## src/rtl/mips_cpu_pkg.sv

```systemverilog
// Shared MIPS CPU types: data-memory address, register word, memory ops and
// load/store-unit state, plus alignment helpers used by mem_lsu.
package mips_cpu_pkg;

  localparam int DM_AW_DEF = 13;

  typedef logic [DM_AW_DEF-1:0] dm_addr_t;
  typedef logic [31:0]          reg_t;

  localparam reg_t ZERO = 32'h0000_0000;

  typedef enum logic [2:0] {
    LB  = 3'd0,
    LBU = 3'd1,
    LH  = 3'd2,
    LHU = 3'd3,
    LW  = 3'd4,
    SB  = 3'd5,
    SH  = 3'd6,
    SW  = 3'd7
  } mem_op_t;

  typedef enum logic [1:0] {
    IDLE        = 2'd0,
    LOAD_RESP   = 2'd1,
    STORE_MERGE = 2'd2
  } lsu_state_t;

  function automatic logic is_load(input mem_op_t op);
    return (op == LB) || (op == LBU) || (op == LH) || (op == LHU) || (op == LW);
  endfunction

  function automatic logic is_misaligned(input mem_op_t op, input logic [1:0] lo);
    case (op)
      LH, LHU, SH: return lo[0];
      LW, SW:      return lo != 2'b00;
      default:     return 1'b0;
    endcase
  endfunction

  // Clears the offset bits a halfword/word access cannot legally use.
  function automatic logic [1:0] force_align(input mem_op_t op, input logic [1:0] lo);
    case (op)
      LH, LHU, SH: return {lo[1], 1'b0};
      LW, SW:      return 2'b00;
      default:     return lo;
    endcase
  endfunction

endpackage

```

## src/rtl/lsu_lane_mux.sv

```systemverilog
// Combinational byte/halfword lane logic: extracts and extends a load result
// from a memory word, and merges sub-word store data into a memory word.
module lsu_lane_mux
  import mips_cpu_pkg::*;
(
  input  mem_op_t    op,
  input  logic [1:0] lo,
  input  reg_t       word,
  input  reg_t       wdata,
  output reg_t       load_data,
  output reg_t       merge_data
);

  logic [7:0]  byte_v;
  logic [15:0] half_v;

  always_comb begin
    byte_v = word[{lo, 3'b000} +: 8];
    half_v = lo[1] ? word[31:16] : word[15:0];

    load_data = word;
    case (op)
      LB:      load_data = {{24{byte_v[7]}}, byte_v};
      LBU:     load_data = {24'h0, byte_v};
      LH:      load_data = {{16{half_v[15]}}, half_v};
      LHU:     load_data = {16'h0, half_v};
      default: load_data = word;
    endcase

    merge_data = word;
    case (op)
      SB: merge_data[{lo, 3'b000} +: 8] = wdata[7:0];
      SH: begin
        if (lo[1]) merge_data[31:16] = wdata[15:0];
        else       merge_data[15:0]  = wdata[15:0];
      end
      default: merge_data = word;
    endcase
  end

endmodule

```

## src/rtl/mem_lsu.sv

```systemverilog
// Memory-stage load/store unit: drives a word-wide synchronous-read data memory,
// extends sub-word loads, and does SB/SH as read-modify-write. Macro LSU_ALIGN_CHECK_EN
// enables misalignment detection; without it low address bits are forced aligned.
module mem_lsu
  import mips_cpu_pkg::*;
#(
  parameter int DM_AW = 13
) (
  input  logic             cpu_clk_50M,
  input  logic             cpu_rst,
  input  logic             req_valid,
  input  mem_op_t          req_op,
  input  logic [31:0]      req_addr,
  input  logic [31:0]      req_wdata,
  output logic             stall,
  output logic             resp_valid,
  output logic [31:0]      resp_rdata,
  output logic             addr_err,
  output logic             dmce,
  output logic             dmwe,
  output logic [DM_AW-1:0] dmaddr,
  output logic [31:0]      dmdin,
  input  logic [31:0]      dmdout
);

  // Handshake: a request is taken in IDLE when req_valid=1; while stall=1 the
  // pipeline holds req_* stable, and the op retires in the cycle resp_valid=1.

  lsu_state_t state, state_nx;
  mem_op_t    op_q;
  logic [1:0] lo_q;
  logic [1:0] lo_eff;
  logic       misaligned;
  logic       accept;
  reg_t       load_data;
  reg_t       merge_data;

  logic unused_addr_bits;
  assign unused_addr_bits = ^req_addr[31:DM_AW+2];

`ifdef LSU_ALIGN_CHECK_EN
  assign lo_eff     = req_addr[1:0];
  assign misaligned = is_misaligned(req_op, req_addr[1:0]);
`else
  assign lo_eff     = force_align(req_op, req_addr[1:0]);
  assign misaligned = 1'b0;
`endif

  assign accept = (state == IDLE) && req_valid && !cpu_rst;

  lsu_lane_mux u_lane_mux (
    .op         (op_q),
    .lo         (lo_q),
    .word       (dmdout),
    .wdata      (req_wdata),
    .load_data  (load_data),
    .merge_data (merge_data)
  );

  always_ff @(posedge cpu_clk_50M) begin
    if (cpu_rst) begin
      state <= IDLE;
      op_q  <= LB;
      lo_q  <= 2'b00;
    end else begin
      state <= state_nx;
      if (accept) begin
        op_q <= req_op;
        lo_q <= lo_eff;
      end
    end
  end

  always_comb begin
    state_nx   = state;
    stall      = 1'b0;
    resp_valid = 1'b0;
    resp_rdata = ZERO;
    addr_err   = 1'b0;
    dmce       = 1'b0;
    dmwe       = 1'b0;
    dmdin      = ZERO;

    case (state)
      IDLE: begin
        if (req_valid) begin
          if (misaligned) begin
            addr_err   = 1'b1;
            resp_valid = 1'b1;
          end else if (req_op == SW) begin
            dmce       = 1'b1;
            dmwe       = 1'b1;
            dmdin      = req_wdata;
            resp_valid = 1'b1;
          end else begin
            // Loads and sub-word stores both start with a read of the word.
            dmce     = 1'b1;
            stall    = 1'b1;
            state_nx = is_load(req_op) ? LOAD_RESP : STORE_MERGE;
          end
        end
      end
      LOAD_RESP: begin
        resp_valid = 1'b1;
        resp_rdata = load_data;
        state_nx   = IDLE;
      end
      STORE_MERGE: begin
        dmce       = 1'b1;
        dmwe       = 1'b1;
        dmdin      = merge_data;
        resp_valid = 1'b1;
        state_nx   = IDLE;
      end
      default: state_nx = IDLE;
    endcase

    if (cpu_rst) begin
      state_nx   = IDLE;
      stall      = 1'b0;
      resp_valid = 1'b0;
      resp_rdata = ZERO;
      addr_err   = 1'b0;
      dmce       = 1'b0;
      dmwe       = 1'b0;
      dmdin      = ZERO;
    end
  end

  assign dmaddr = dmce ? req_addr[DM_AW+1:2] : '0;

endmodule

```

## config.mk

```make
export PLATFORM = sky130hd
export DESIGN_NAME = mem_lsu
export DESIGN_NICKNAME = d
export VERILOG_FILES = /design/src/rtl/mips_cpu_pkg.sv /design/src/rtl/lsu_lane_mux.sv /design/src/rtl/mem_lsu.sv
export SDC_FILE = /design/constraint.sdc
export NUM_CORES = 1
export LEC_CHECK = 0
export CAP_MARGIN = 20
export CELL_PAD_IN_SITES_DETAIL_PLACEMENT = 1
export CELL_PAD_IN_SITES_GLOBAL_PLACEMENT = 2
export CORE_ASPECT_RATIO = 0.7
export CORE_MARGIN = 4
export CORE_UTILIZATION = 18
export CTS_BUF_LIST = sky130_fd_sc_hd__clkbuf_8
export DETAILED_ROUTE_END_ITERATION = 8
export HOLD_SLACK_MARGIN = 0.08
export PLACE_DENSITY = 0.9
export SETUP_SLACK_MARGIN = 0.4
export SYNTH_ARGS = -nofsm -noshare
export SYNTH_HDL_FRONTEND = slang
export SYNTH_HIERARCHICAL = 1
export SYNTH_SLANG_ARGS = --single-unit
export TNS_END_PERCENT = 20
```

## constraint.sdc

```tcl
create_clock -name cpu_clk_50M -period 2.7 [get_ports cpu_clk_50M]
set_input_delay 0.27 -clock cpu_clk_50M [delete_from_list [all_inputs] [get_ports cpu_clk_50M]]
set_output_delay 0.27 -clock cpu_clk_50M [all_outputs]
set_load 0.03 [all_outputs]
```

### Word-level counts from Yosys, hierarchy flattened

Cells that the tools add are included.
W data, S select, Z words.

| word-level totals | value |
|---|---|
| register bits | 7 |
| input bits | 102 |
| output and inout bits | 82 |
| word-level logic and storage cells | 65 |

| cells by class | value |
|---|---|
| add/subtract/negate cells | 1 |
| eq/ne operators | 13 |
| shifts and indexed selects | 3 |
| multiplexer cells | 28 |
| bitwise gates (word level) | 2 |
| reductions and logical operators | 15 |

Operator list:

| operator | count |
|---|---|
| $mux W32 | 5 |
| $pmux W32 S2 | 2 |
| $pmux W32 S4 | 1 |
| $mux W16 | 3 |
| $bwmux W32 | 1 |
| $shift A8 B7 Y32 const A | 1 |
| $shiftx A32 B6 Y8 | 1 |
| $shiftx A8 B7 Y32 | 1 |
| $eq A3 B3 Y1 const B | 5 |
| $mux W13 | 1 |
| $eq A3 B2 Y1 const B | 4 |
| $mux W1 | 10 |
| $neg A5 Y7 | 1 |
| $eq A3 B1 Y1 const B | 2 |
| $logic_not A3 Y1 | 2 |
| $pmux W1 S2 | 3 |
| $reduce_or A2 Y1 | 3 |
| $logic_or A1 B1 Y1 | 4 |
| $pmux W2 S2 | 1 |
| $reduce_or A3 Y1 | 1 |
| $eq A2 B1 Y1 const B | 1 |
| $eq A2 B2 Y1 const B | 1 |
| $logic_and A1 B1 Y1 | 2 |
| $logic_not A2 Y1 | 1 |
| 4 further kinds | 5 |

### Longest topological paths before layout

Gate-level depths: netlist (run 1).

| logic depth | value |
|---|---|
| depth after elaboration | 6 |
| gate-level depth with buffers | 9 |
| gate-level depth less buffers | 7 |

### Hierarchy

Netlist (run 1), hierarchy kept.

Modules (own cells, without submodules):

| module | instances | cells an instance | area each (µm²) | seq. area each (µm²) |
|---|---|---|---|---|
| lsu_lane_mux | 1 | 171 | 1,365.1 | 0.0 |
| mem_lsu | 1 | 181 | 1,202.4 | 140.1 |

### Worst setup path after synthesis (run 1)

No wires, ideal clock.

| path | value |
|---|---|
| kind | register to output |
| from | register lo_q[1] |
| to | output dmdin[22] |
| arrival time | 2,319 ps |
| required time | 2,430 ps |
| slack | 111 ps |
| stages on the path, launching flop included | 10 |
| buffers on the path | 2 |
| cells stage by stage | dfxtp_1 buf_6 inv_2 buf_2 ha_1 nand4bb_1 o21bai_1 a22o_1 a32oi_1 nor2_1 |

| on the way | value |
|---|---|
| word-level cells in the longest chain between the ends | 6 |
| elaborated cells on any way between the ends | 8 |
| those cells by class | add/sub: 1; shift: 2; mux: 5 |

RTL lines:

| what | RTL line | RTL |
|---|---|---|
| from (decl) | mem_lsu.sv:31 | `logic [1:0] lo_q;` |
| from (signal assigned) | mem_lsu.sv:69 | `lo_q <= lo_eff;` |
| $neg A5 Y7 | lsu_lane_mux.sv:32 | `SB: merge_data[{lo, 3'b000} +: 8] = wdata[7:0];` |
| $shiftx A8 B7 Y32 / $shift A8 B7 Y32 (equally long branches) | lsu_lane_mux.sv:32 |  |
| $bwmux W32 | lsu_lane_mux.sv:32 |  |
| $pmux W32 S2 (*) | lsu_lane_mux.sv:31 | `case (op)` |
| via merge_data[22] | mem_lsu.sv:36 | `reg_t merge_data;` |
| $pmux W32 S2 (*) | mem_lsu.sv:84 | `case (state)` |
| $mux W32 (*) | mem_lsu.sv:118 | `if (cpu_rst) begin` |
| to (decl) | mem_lsu.sv:22 | `output logic [31:0] dmdin,` |

Mark *: on every way through the listed nets, which the timed path passes. The rest lies on a longest branch.

### Final worst setup path (run 1)

| path | value |
|---|---|
| from | register lo_q[1] |
| to | output dmdin[7] |

Same word-level chain as after synthesis.

==> key figures, run 1 <==
Outcome
  – Status: finished clean

Timing
  – Fin. Hold Viols: 0
  – TNS Setup: 0 ns
  – Max_slew headroom: a little over three fifths
  – RSZ-0062 raised after global routing: true
  – Final setup violation count: 0
  – Final slew viol count: 0
  – Tightest Pin Transition: between 0.5 and 0.6 ns
  – Min Tclk post-route: 2.353 ns
  – Max frequency: between 400 and 500 MHz
  – Worst setup margin: roughly 0.35 ns
  – Period utilization: between 80% and 90%
  – Worst Skew: around 0.0034 ns

Synthesis
  – Area fraction of the dominant cell type after synthesis: around 15%
  – Post-synth EDFFs: 0
  – Yosys cell types: 51
  – Area contributors post-synth: and2_1 (15%), a32oi_1 (11%), a221o_1 (10%)
  – Syn_nets: between 400 and 500
  – Yosys warning count: 6
  – Post-synth top area cell: and2_1
  – Async SR Flop Fraction: 0%
  – Post-synthesis cell count: 352
  – Main flop type after synthesis: dfxtp_1
  – Post-synthesis cell area: approximately 2600 um^2
  – Mean area per synthesized cell: ~7.3 um^2
  – Synth Register Bits: 7
  – Seq/Total Area, Yosys: between 5 and 6%

Worst setup path
  – CP peak stage delay: ~0.38 ns
  – CP Class: flip-flop to output pin
  – Slowest CP cell: dfxtp_4
  – CP arrival: about 2.1 ns
  – Crit-path cells: inv_4, ha_4, nor2_1, a41o_4, a22o_1, a32oi_2, nor2_2, buf_6
  – Crit path max fanout: 8
  – Critical path's top delay family: compound AO/OA/AOI/OAI gates
  – Crit. End Element: output pin
  – Crit start category: flip-flop
  – Reg2reg setup slack: between 1 and 1.5 ns
  – WP buf/inv: 2
  – CP required: 2.43 ns

Clocking
  – CTS sink cnt: 7
  – Bufs on Longest Clock Path: 2
  – Clock root cell: clkbuf_8
  – Num CTS Buffers: 3
  – CTS tree: done
  – H-tree level count: 1
  – Post-cts hold buffer count: 0
  – Clk_lat worst skew: approximately 0.23 ns
  – Reg clk slew, reported paths: roughly 0.040 ns

Cells and area
  – Most common library cell in the layout ignoring fill and taps: buf_4
  – Area grow syn2layout: 98.83%
  – Nets: 650
  – Fillers: between 1,500 and 2,000
  – Ant diodes: 0
  – Share of cells above drive strength 1: between 40% and 50%
  – Most frequent cells in the layout: buf_4 (93), clkdlybuf4s50_1 (81), and2_1 (54)

Global route
  – Global route overflow: 0
  – Initial antenna violation count: 0
  – Largest net degree at the start of global routing: 35
  – First-pass GRT wire length: about 21 mm
  – Vias in the first global route: between 3,000 and 4,000
  – Total track usage: 16.38%

Floorplan
  – Die ar.: about 16,000 um^2
  – Initial core utilization: around 18%
  – Die width: around 150 um
  – CORE AREA: around 14,000 um^2
  – Die height: about 110 um
  – Cell row count: 36
  – Top Ports: between 150 and 200

Routing
  – WL/cell: approximately 20 um
  – DRT iter0 DRCs: 140
  – Drt via density: around 5
  – Via Count: ~3,600
  – Drc violations: 0
  – Final ANT Viol Nets: 0
  – TritonRoute pass-1 iters: 4
  – Final wirelength: approximately 15 mm

Pwr
  – Switching share of power: around 45%
  – Power Dens Cells: 224.6 nW/um^2
  – Cell-internal power: around 630 uW
  – VDD IR max: ~0.11 mV
  – Comb power frac: approximately three quarters
  – Switching pwr: approximately 510 uW
  – Sequential power share: a little over a tenth
  – P_leak: 0.002043 uW
  – Clk pwr share: 13.3%

Placed design
  – RD Place Congestion: a little under 0.8
  – Count of buffers inserted at the top-level ports: about 170
  – Worst slack, placed: between 0.02 and 0.025 ns
  – Hpwl dp: ~11 mm

Job
  – Max cap viols: 0

Worst hold path
  – Worst hold path class: flip-flop to flip-flop
-- worst paths after layout --
| kind | startpoint | to | cells past startpoint |
|---|---|---|---|
| setup / recovery | lo_q[1] | dmdin[7] | 8 |
| hold / removal | op_q[1] | op_q[1] | 2 |
| setup reg to reg | state[0] | lo_q[1] | 6 |
| hold reg to reg | op_q[1] | op_q[1] | 2 |
-- cells by family after synthesis --
| group | Yosys count | share of synthesized area, % |
|---|---|---|
| compound gates | 125 | 41.33 |
| xor+xnor | 1 | 0.3412 |
| fa+ha+maj | 9 | 4.386 |
| buf+inv | 41 | 9.209 |
| flops | 7 | 5.458 |
| mux | 12 | 5.799 |
| other cells | 1 | 0.1461 |
| simple gates | 156 | 33.33 |
-- power by group through the flow --
| stage | clock network [uW] | logic, uW | registers, uW |
|---|---|---|---|
| global route | 161 | 926 | 124 |
| detailed placement | 0 | 777 | 124 |
| finish | 153 | 871 | 122 |
| global placement | 0 | 761 | 123 |
| CTS | 156 | 806 | 122 |
| floorplan | 0 | 429 | 122 |
-- Yosys cell counts (2+ instances only) --
master	n
a22o_1	24
dfxtp_1	7
a21o_1	2
buf_6	4
o21bai_1	2
nand2_1	34
a221o_1	26
clkbuf_1	12
mux2_2	3
nand2b_1	3
buf_4	6
and2_1	60
o21ai_0	13
a32oi_1	32
buf_2	11
nor4b_1	2
o21ai_1	4
a21oi_1	10
inv_1	4
a31oi_2	3
o221a_2	6
and4_1	2
nor3b_1	2
nor2_1	36
mux2i_1	7
ha_1	9
nor2b_1	4
-- state kept, by name (all words and copies together), names as in the netlist --
signal / count
lo_q: 2
op_q: 3
state: 2
-- area by class of cell --
class                           instances  area [um^2]  share of cell area (%)
Multi-Input combinational cell        304         2505                   49.07
Timing Repair Buffer                  218         2136                   41.84
Tap cell                              190        237.7                   4.657
Sequential cell                         7        156.4                   3.064
Clock buffer                            3        41.29                  0.8088
Inverter                                5        23.77                  0.4657
Clock inverter                          1        5.005                 0.09804
-- routing by layer --
layer  share of wire, %  GRT usage (%)  up-vias  wire length (um)
li1                   -              -     1726                 -
met1                 43          21.20     1772              6287
met2                 49          28.43      126              7241
met3                6.5          2.525       20               960
met4                1.9          4.204        0               274
met5                  0              0        -                 0
-- worst min-delay path, delay by kind of cell (launching register included) --
family	cells	cell delay [ns]
compound gates	1	0.06
simple gates	1	0.08
flops	1	0.35
-- through the flow --
step           cells  cell area (um^2)  total power [uW]  hold slack [ns]  utilization (%)
3_3_place_gp     704              4553             884.3           0.5362            32.61
4_1_cts          714              4732              1084           0.5418            33.89
6_report         728              5105              1147           0.5358            36.56
3_5_place_dp     704              4553             901.1           0.5535            32.61
5_1_grt          728              5105              1211           0.5510            36.56
2_1_floorplan    352              2685             551.0           0.3741                -
-- repair_timing --
| item | CTS | global route |
|---|---|---|
| endpoints found under the setup margin | 63 | 75 |
| buffers inserted | 6 | 14 |
| pin swaps | 8 | 26 |
| gates resized for setup | 77 | 56 |
(Power assumes the default switching activity.)
==> run 2: changes to the inputs <==
ABC_AREA = 1   (was not set)
CELL_PAD_IN_SITES_DETAIL_PLACEMENT = not set   (was 1)
CELL_PAD_IN_SITES_GLOBAL_PLACEMENT = not set   (was 2)
CORE_UTILIZATION = 40   (was 18)
PLACE_DENSITY = 0.88   (was 0.9)
==> run 2 against run 1 <==
Against the previous run: area after synthesis increased by 28%; first-iteration DRC count rose to 3.4 times the previous value; clock skew decreased by 0.0019 ns.
==> key figures, run 2 <==
Clocking
  – Clock root cell: clkbuf_8
  – CTS sink cnt: 7
  – Bufs on Longest Clock Path: 2
  – H-tree level count: 1
  – Reg clk slew, reported paths: roughly 0.040 ns
  – Clk_lat worst skew: approximately 0.23 ns
  – Num CTS Buffers: 3
  – CTS tree: done

Floorplan
  – Die width: 116.2 um
  – Cell row count: 27
  – Initial core utilization: 41.47%
  – Die height: ~84 um
  – CORE AREA: roughly 8000 um^2
  – Top Ports: about 180
  – Die ar.: roughly 9700 um^2

Worst setup path
  – Reg2reg end: lo_q[1]
  – Crit. End Element: output pin
  – CP arrival: 2.28 ns
  – Crit path max fanout: 14
  – Worst Setup EP: dmce
  – CP required: between 2 and 2.5 ns
  – Reg2reg setup slack: 1.00 ns
  – Crit start category: flip-flop
  – Worst r2r path cells: 8
  – RR Startpoint: state[0]
  – CP Class: flip-flop to output pin
  – Crit. Startpoint: state[0]

Cells and area
  – Most frequent cells in the layout: nand2_1 (222), clkdlybuf4s50_1 (111), nor2_1 (94)
  – Nets: about 950
  – Final cell count without fillers: 938
  – Area grow syn2layout: 64.96%
  – Largest register FFs: 3
  – Ant diodes: 0
  – Share of cells above drive strength 1: a little over 20%
  – Largest register by flop count: op_q
  – Regs by FF count: op_q x3, lo_q x2, state x2
  – Core Util, Final: roughly two thirds
  – Most common library cell in the layout ignoring fill and taps: nand2_1

Pwr
  – Power Dens Cells: 230.2 nW/um^2
  – Power Total: between 1000 and 1500 uW
  – P_leak: ~0.0024 uW
  – VDD IR max: about 0.37 mV

Routing
  – DRT iter0 DRCs: 470
  – Drc violations: 0
  – TritonRoute pass-1 iters: 5
  – Drt via density: between 5 and 6
  – Via Count: about 5,000
  – WL/cell: approximately 16 um
  – Final wirelength: around 15 mm
  – Final ANT Viol Nets: 0

Synthesis
  – Async SR Flop Fraction: 0%
  – Post-synthesis cell count: approximately 670
  – Yosys warning count: 6
  – Syn_nets: between 700 and 800
  – Post-synth EDFFs: 0
  – Post-synth top area cell: nand2_1
  – Synth Register Bits: 7
  – Seq/Total Area, Yosys: about 4.3%
  – Top-count cell post-synth: nand2_1
  – Mean area per synthesized cell: ~5 um^2
  – Synth cell count leaders: nand2_1 (238), nor2_1 (97), nand3_1 (83)
  – Area fraction of the dominant cell type after synthesis: between 20 and 30%
  – Yosys cell types: 31
  – Area contributors post-synth: nand2_1 (27%), nand3_1 (13%), nor2_1 (11%)
  – Main flop type after synthesis: dfxtp_1
  – Post-synthesis cell area: about 3300 um^2

Timing
  – Worst Skew: around 0.0015 ns
  – Tightest Pin Transition: ~0.53 ns
  – Min Tclk post-route: ~2.5 ns
  – TNS Setup: 0 ns
  – Max frequency: roughly 390 MHz
  – Period utilization: 94.40%
  – Final setup violation count: 0
  – Fin. Hold Viols: 0
  – Max_slew headroom: between 60% and 70%
  – RSZ-0062 raised after global routing: true
  – Final slew viol count: 0

Outcome
  – Status: finished clean

Job
  – Max cap viols: 0

Global route
  – Largest net degree at the start of global routing: 39
  – Global route overflow: 0
  – Vias in the first global route: 4,667
  – Total track usage: 29.62%
  – Initial antenna violation count: 0
  – First-pass GRT wire length: 23.66 mm

Placed design
  – Hpwl dp: about 12 mm
  – Placed insts: just over 900
  – RD Place Congestion: 0.9367
  – Count of buffers inserted at the top-level ports: ~170

Worst hold path
  – Worst hold path class: input pin to flip-flop
## run 2: cell types whose count changed in the layout (fill, tap and decap cells not counted), moves of 30 or more
| cell | before | now |
|---|---|---|
| and2_1 | 54 | 0 |
| buf_4 | 93 | 50 |
| clkdlybuf4s50_1 | 81 | 111 |
| inv_1 | 3 | 59 |
| nand2_1 | 33 | 222 |
| nand3_1 | 0 | 77 |
| nor2_1 | 3 | 94 |
| nor2_2 | 32 | 2 |
## run 2: worst min path at each step
stage          startpoint       end  slack [ns]  cells past startpoint
4_1_cts           cpu_rst   lo_q[0]        0.50                      4
5_1_grt           cpu_rst   lo_q[0]        0.54                      4
6_report          cpu_rst   lo_q[0]        0.49                      4
2_1_floorplan   req_op[0]   op_q[0]        0.41                      2
3_5_place_dp     state[1]  state[1]        0.51                      2
3_3_place_gp     state[1]  state[1]        0.49                      2
## run 2: kinds of logic after synthesis
group / synth area share, %
flip-flops: 4.275
other: 0.1144
AO/OA/AOI/OAI: 16.98
adder cells (fa/ha/maj): 3.435
buffers and inverters: 15.50
AND/OR/NAND/NOR: 59.69
## run 2: timing repair
action / 4_1_cts / 5_1_grt
cloned: 0 / 2
hold buffers: 0 / 0
endpoints found under the setup margin: 76 / 76
setup buffers: 0 / 6
hold endpoints to repair: 0 / 0
resized for setup: 19 / 72
pin swaps: 0 / 24
## run 2: final cells by class
cell class	instances	area [um^2]
clock buffers	3	41.29
clock inverters	1	3.754
fillers	762	2497
inverters	66	262.8
multi-input cells	556	2801
flip-flops and latches	7	152.6
well taps	101	126.4
repair buffers	203	2014
repair inverters	1	5.005
## run 2: worst max-delay path, stage by stage, from the launching register on
cell and delay [ns]:
dfxtp_1 0.38, inv_1 0.08, ha_1 0.22, nand2_2 0.13, clkinv_2 0.08, o21ai_2 0.43, inv_1 0.10, clkdlybuf4s50_1 0.62
## run 2: through the flow
stage	worst slack, ns	cell area, um^2	hold slack, ns
final	0.1512	5408	0.4866
after global placement	0.1477	5062	0.4914
after CTS	0.1367	5094	0.4974
after floorplan	0.2534	3286	0.4128
after detailed placement	0.08531	5062	0.5116
after global routing	0.02556	5408	0.5371
## run 2: routing by layer
metal / up-vias / part of all wire, % / routed length [um] / global-route usage (%)
li1: 2466 / - / - / -
met1: 2342 / 44 / 6744 / 42.63
met2: 286 / 44 / 6791 / 46.21
met3: 37 / 9.7 / 1496 / 3.986
met4: 0 / 2.3 / 347 / 7.060
met5: - / 0 / 0 / 0
## run 2: where the power goes
part	total (uW)	internal (uW)	switching (uW)
Sequential	127	113	14.0
Clock	145	98.3	46.3
Combinational	973	397	577
Total	1240	608	637
==> run 3: changes to the inputs <==
clock period = 2.68 ns   (was 2.7 ns; I/O delays follow)
==> run 3 against run 2 <==
Against the previous run: sequential cell count is the same; design area shrank 1.7%; non-clock buffer count shrank 9; sequential share of layout area is essentially flat; combinational power shrank 0.9%; clock-buffer cell count is the same; largest power group unchanged.
==> key figures, run 3 (synthesized netlist as in run 2, its figures left out) <==
Clocking
  – Num CTS Buffers: 3
  – Post-cts hold buffer count: 0
  – Reg clk slew, reported paths: 0.04 ns
  – CTS sink cnt: 7
  – Clk_lat worst skew: 0.23 ns
  – Bufs on Longest Clock Path: 2
  – CTS tree: done
  – Clock root cell: clkbuf_8
  – H-tree level count: 1

Pwr
  – Power Dens Cells: around 230 nW/um^2
  – P_leak: 0.002419 uW
  – VDD IR max: between 0.2 and 0.3 mV

Global route
  – Total track usage: roughly 28%
  – First-pass GRT wire length: 22.67 mm
  – Global route overflow: 0
  – Initial antenna violation count: 0
  – Largest net degree at the start of global routing: 39
  – Vias in the first global route: roughly 4,600

Routing
  – Drt via density: approximately 5.6
  – WL/cell: roughly 16 um
  – DRT iter0 DRCs: between 600 and 700
  – Drc violations: 0
  – Final ANT Viol Nets: 0
  – Via Count: approximately 5,200
  – Final wirelength: roughly 15 mm
  – TritonRoute pass-1 iters: 6

Placed design
  – Count of buffers inserted at the top-level ports: around 170
  – RD Place Congestion: between 0.9 and 1
  – Post-placement cell area: ~5000 um^2
  – Placed insts: around 920
  – Worst slack, placed: approximately 0.089 ns
  – Hpwl dp: ~11 mm

Outcome
  – Status: finished clean

Worst setup path
  – Reg2reg end: lo_q[1]
  – CP arrival: approximately 2.3 ns
  – Reg2reg setup slack: ~1.1 ns
  – CP required: 2.41 ns
  – CP Class: input pin to output pin
  – RR Startpoint: state[1]
  – Worst r2r path cells: 8
  – Crit. End Element: output pin
  – Crit. Startpoint: dmdout[7]
  – Crit path max fanout: 24
  – Crit start category: input pin
  – Worst Setup EP: resp_rdata[14]

Cells and area
  – Largest register by flop count: op_q
  – Area grow syn2layout: 62.10%
  – Nets: between 900 and 1,000
  – Largest register FFs: 3
  – Post-route design area: roughly 5300 um^2
  – FF/Latch Area: about 150 um^2
  – Final cell count without fillers: 927
  – Most frequent cells in the layout: nand2_1 (229), clkdlybuf4s50_1 (109), nor2_1 (95)
  – Regs by FF count: op_q x3, lo_q x2, state x2
  – Share of cells above drive strength 1: ~18%
  – Fillers: approximately 740
  – Ant diodes: 0
  – Most common library cell in the layout ignoring fill and taps: nand2_1
  – Multi-input logic area: around 2800 um^2
  – Core Util, Final: between 60 and 70%

Floorplan
  – Die width: 116.2 um
  – Cell row count: 27
  – Top Ports: 184
  – Die height: between 80 and 90 um
  – Initial core utilization: 41.47%
  – CORE AREA: 7905 um^2
  – Die ar.: 9731 um^2

Timing
  – Min Tclk post-route: ~2.5 ns
  – Max frequency: 395.7 MHz
  – Worst setup margin: 0.1527 ns
  – Final slew viol count: 0
  – TNS Setup: 0 ns
  – Worst Skew: roughly 0.00062 ns
  – Final setup violation count: 0
  – RSZ-0062 raised after global routing: true
  – Fin. Hold Viols: 0
  – Period utilization: between 90% and 100%

Job
  – Max cap viols: 0

Worst hold path
  – Worst hold path class: flip-flop to flip-flop
## run 3: changes by cell type in the layout (fill, tap and decap cells not counted), sizes merged
cell,delta
clkdlybuf4s50,-2
inv,-1
clkinvlp,-1
clkbuf,+1
buf,-10
nor2,-1
clkinv,+1
dlymetal6s2s,+2
## run 3: layer usage
layer	vias to the layer above	track usage (%)	wire [um]
li1	2435	-	-
met1	2345	39.07	5971
met2	357	45.69	6780
met3	46	2.464	1731
met4	0	7.376	393
met5	-	0	0
## run 3: timing repair
item                       in CTS  in global routing
cloned                          0                  1
pin swaps                       1                 13
setup buffers                   1                  2
gates resized for setup        25                 56
setup endpoints to repair      76                 77
## run 3: stage by stage
step	power, uW	hold WS [ns]
3_5_place_dp	1017	0.5106
5_1_grt	1325	0.5487
4_1_cts	1172	0.5202
3_3_place_gp	1001	0.4940
2_1_floorplan	651.6	0.4108
6_report	1243	0.5335
## run 3: final cells by class
| cell class | instances | share of cell area (%) |
|---|---|---|
| well taps | 101 | 2.378 |
| inverters | 66 | 5.039 |
| flip-flops and latches | 7 | 2.873 |
| multi-input cells | 555 | 52.25 |
| clock buffers | 3 | 0.7770 |
| repair buffers | 194 | 36.61 |
| clock inverters | 1 | 0.07064 |
## run 3: worst min path at each step
stage	from	to	slack (ns)	depth (start not counted)
after global placement	state[1]	state[1]	0.49	2
after global routing	state[1]	state[1]	0.55	2
final	state[1]	state[1]	0.53	2
after CTS	state[1]	state[1]	0.52	2
after detailed placement	state[1]	state[1]	0.51	2
after floorplan	req_op[0]	op_q[0]	0.41	2
## run 3: power breakdown
group | internal, uW | switching, uW
Clock | 99.2 | 47.9
Combinational | 394 | 569
Sequential | 114 | 18.6
Total | 607 | 636
## run 3: critical path, cell delays in order
cell	delay [ns]
clkdlybuf4s50_1	0.56
nand2_1	0.10
nand3_1	0.07
nand3_1	0.12
buf_12	0.18
nand3_1	0.09
nand2_1	0.05
nor2_1	0.12
clkdlybuf4s50_1	0.68
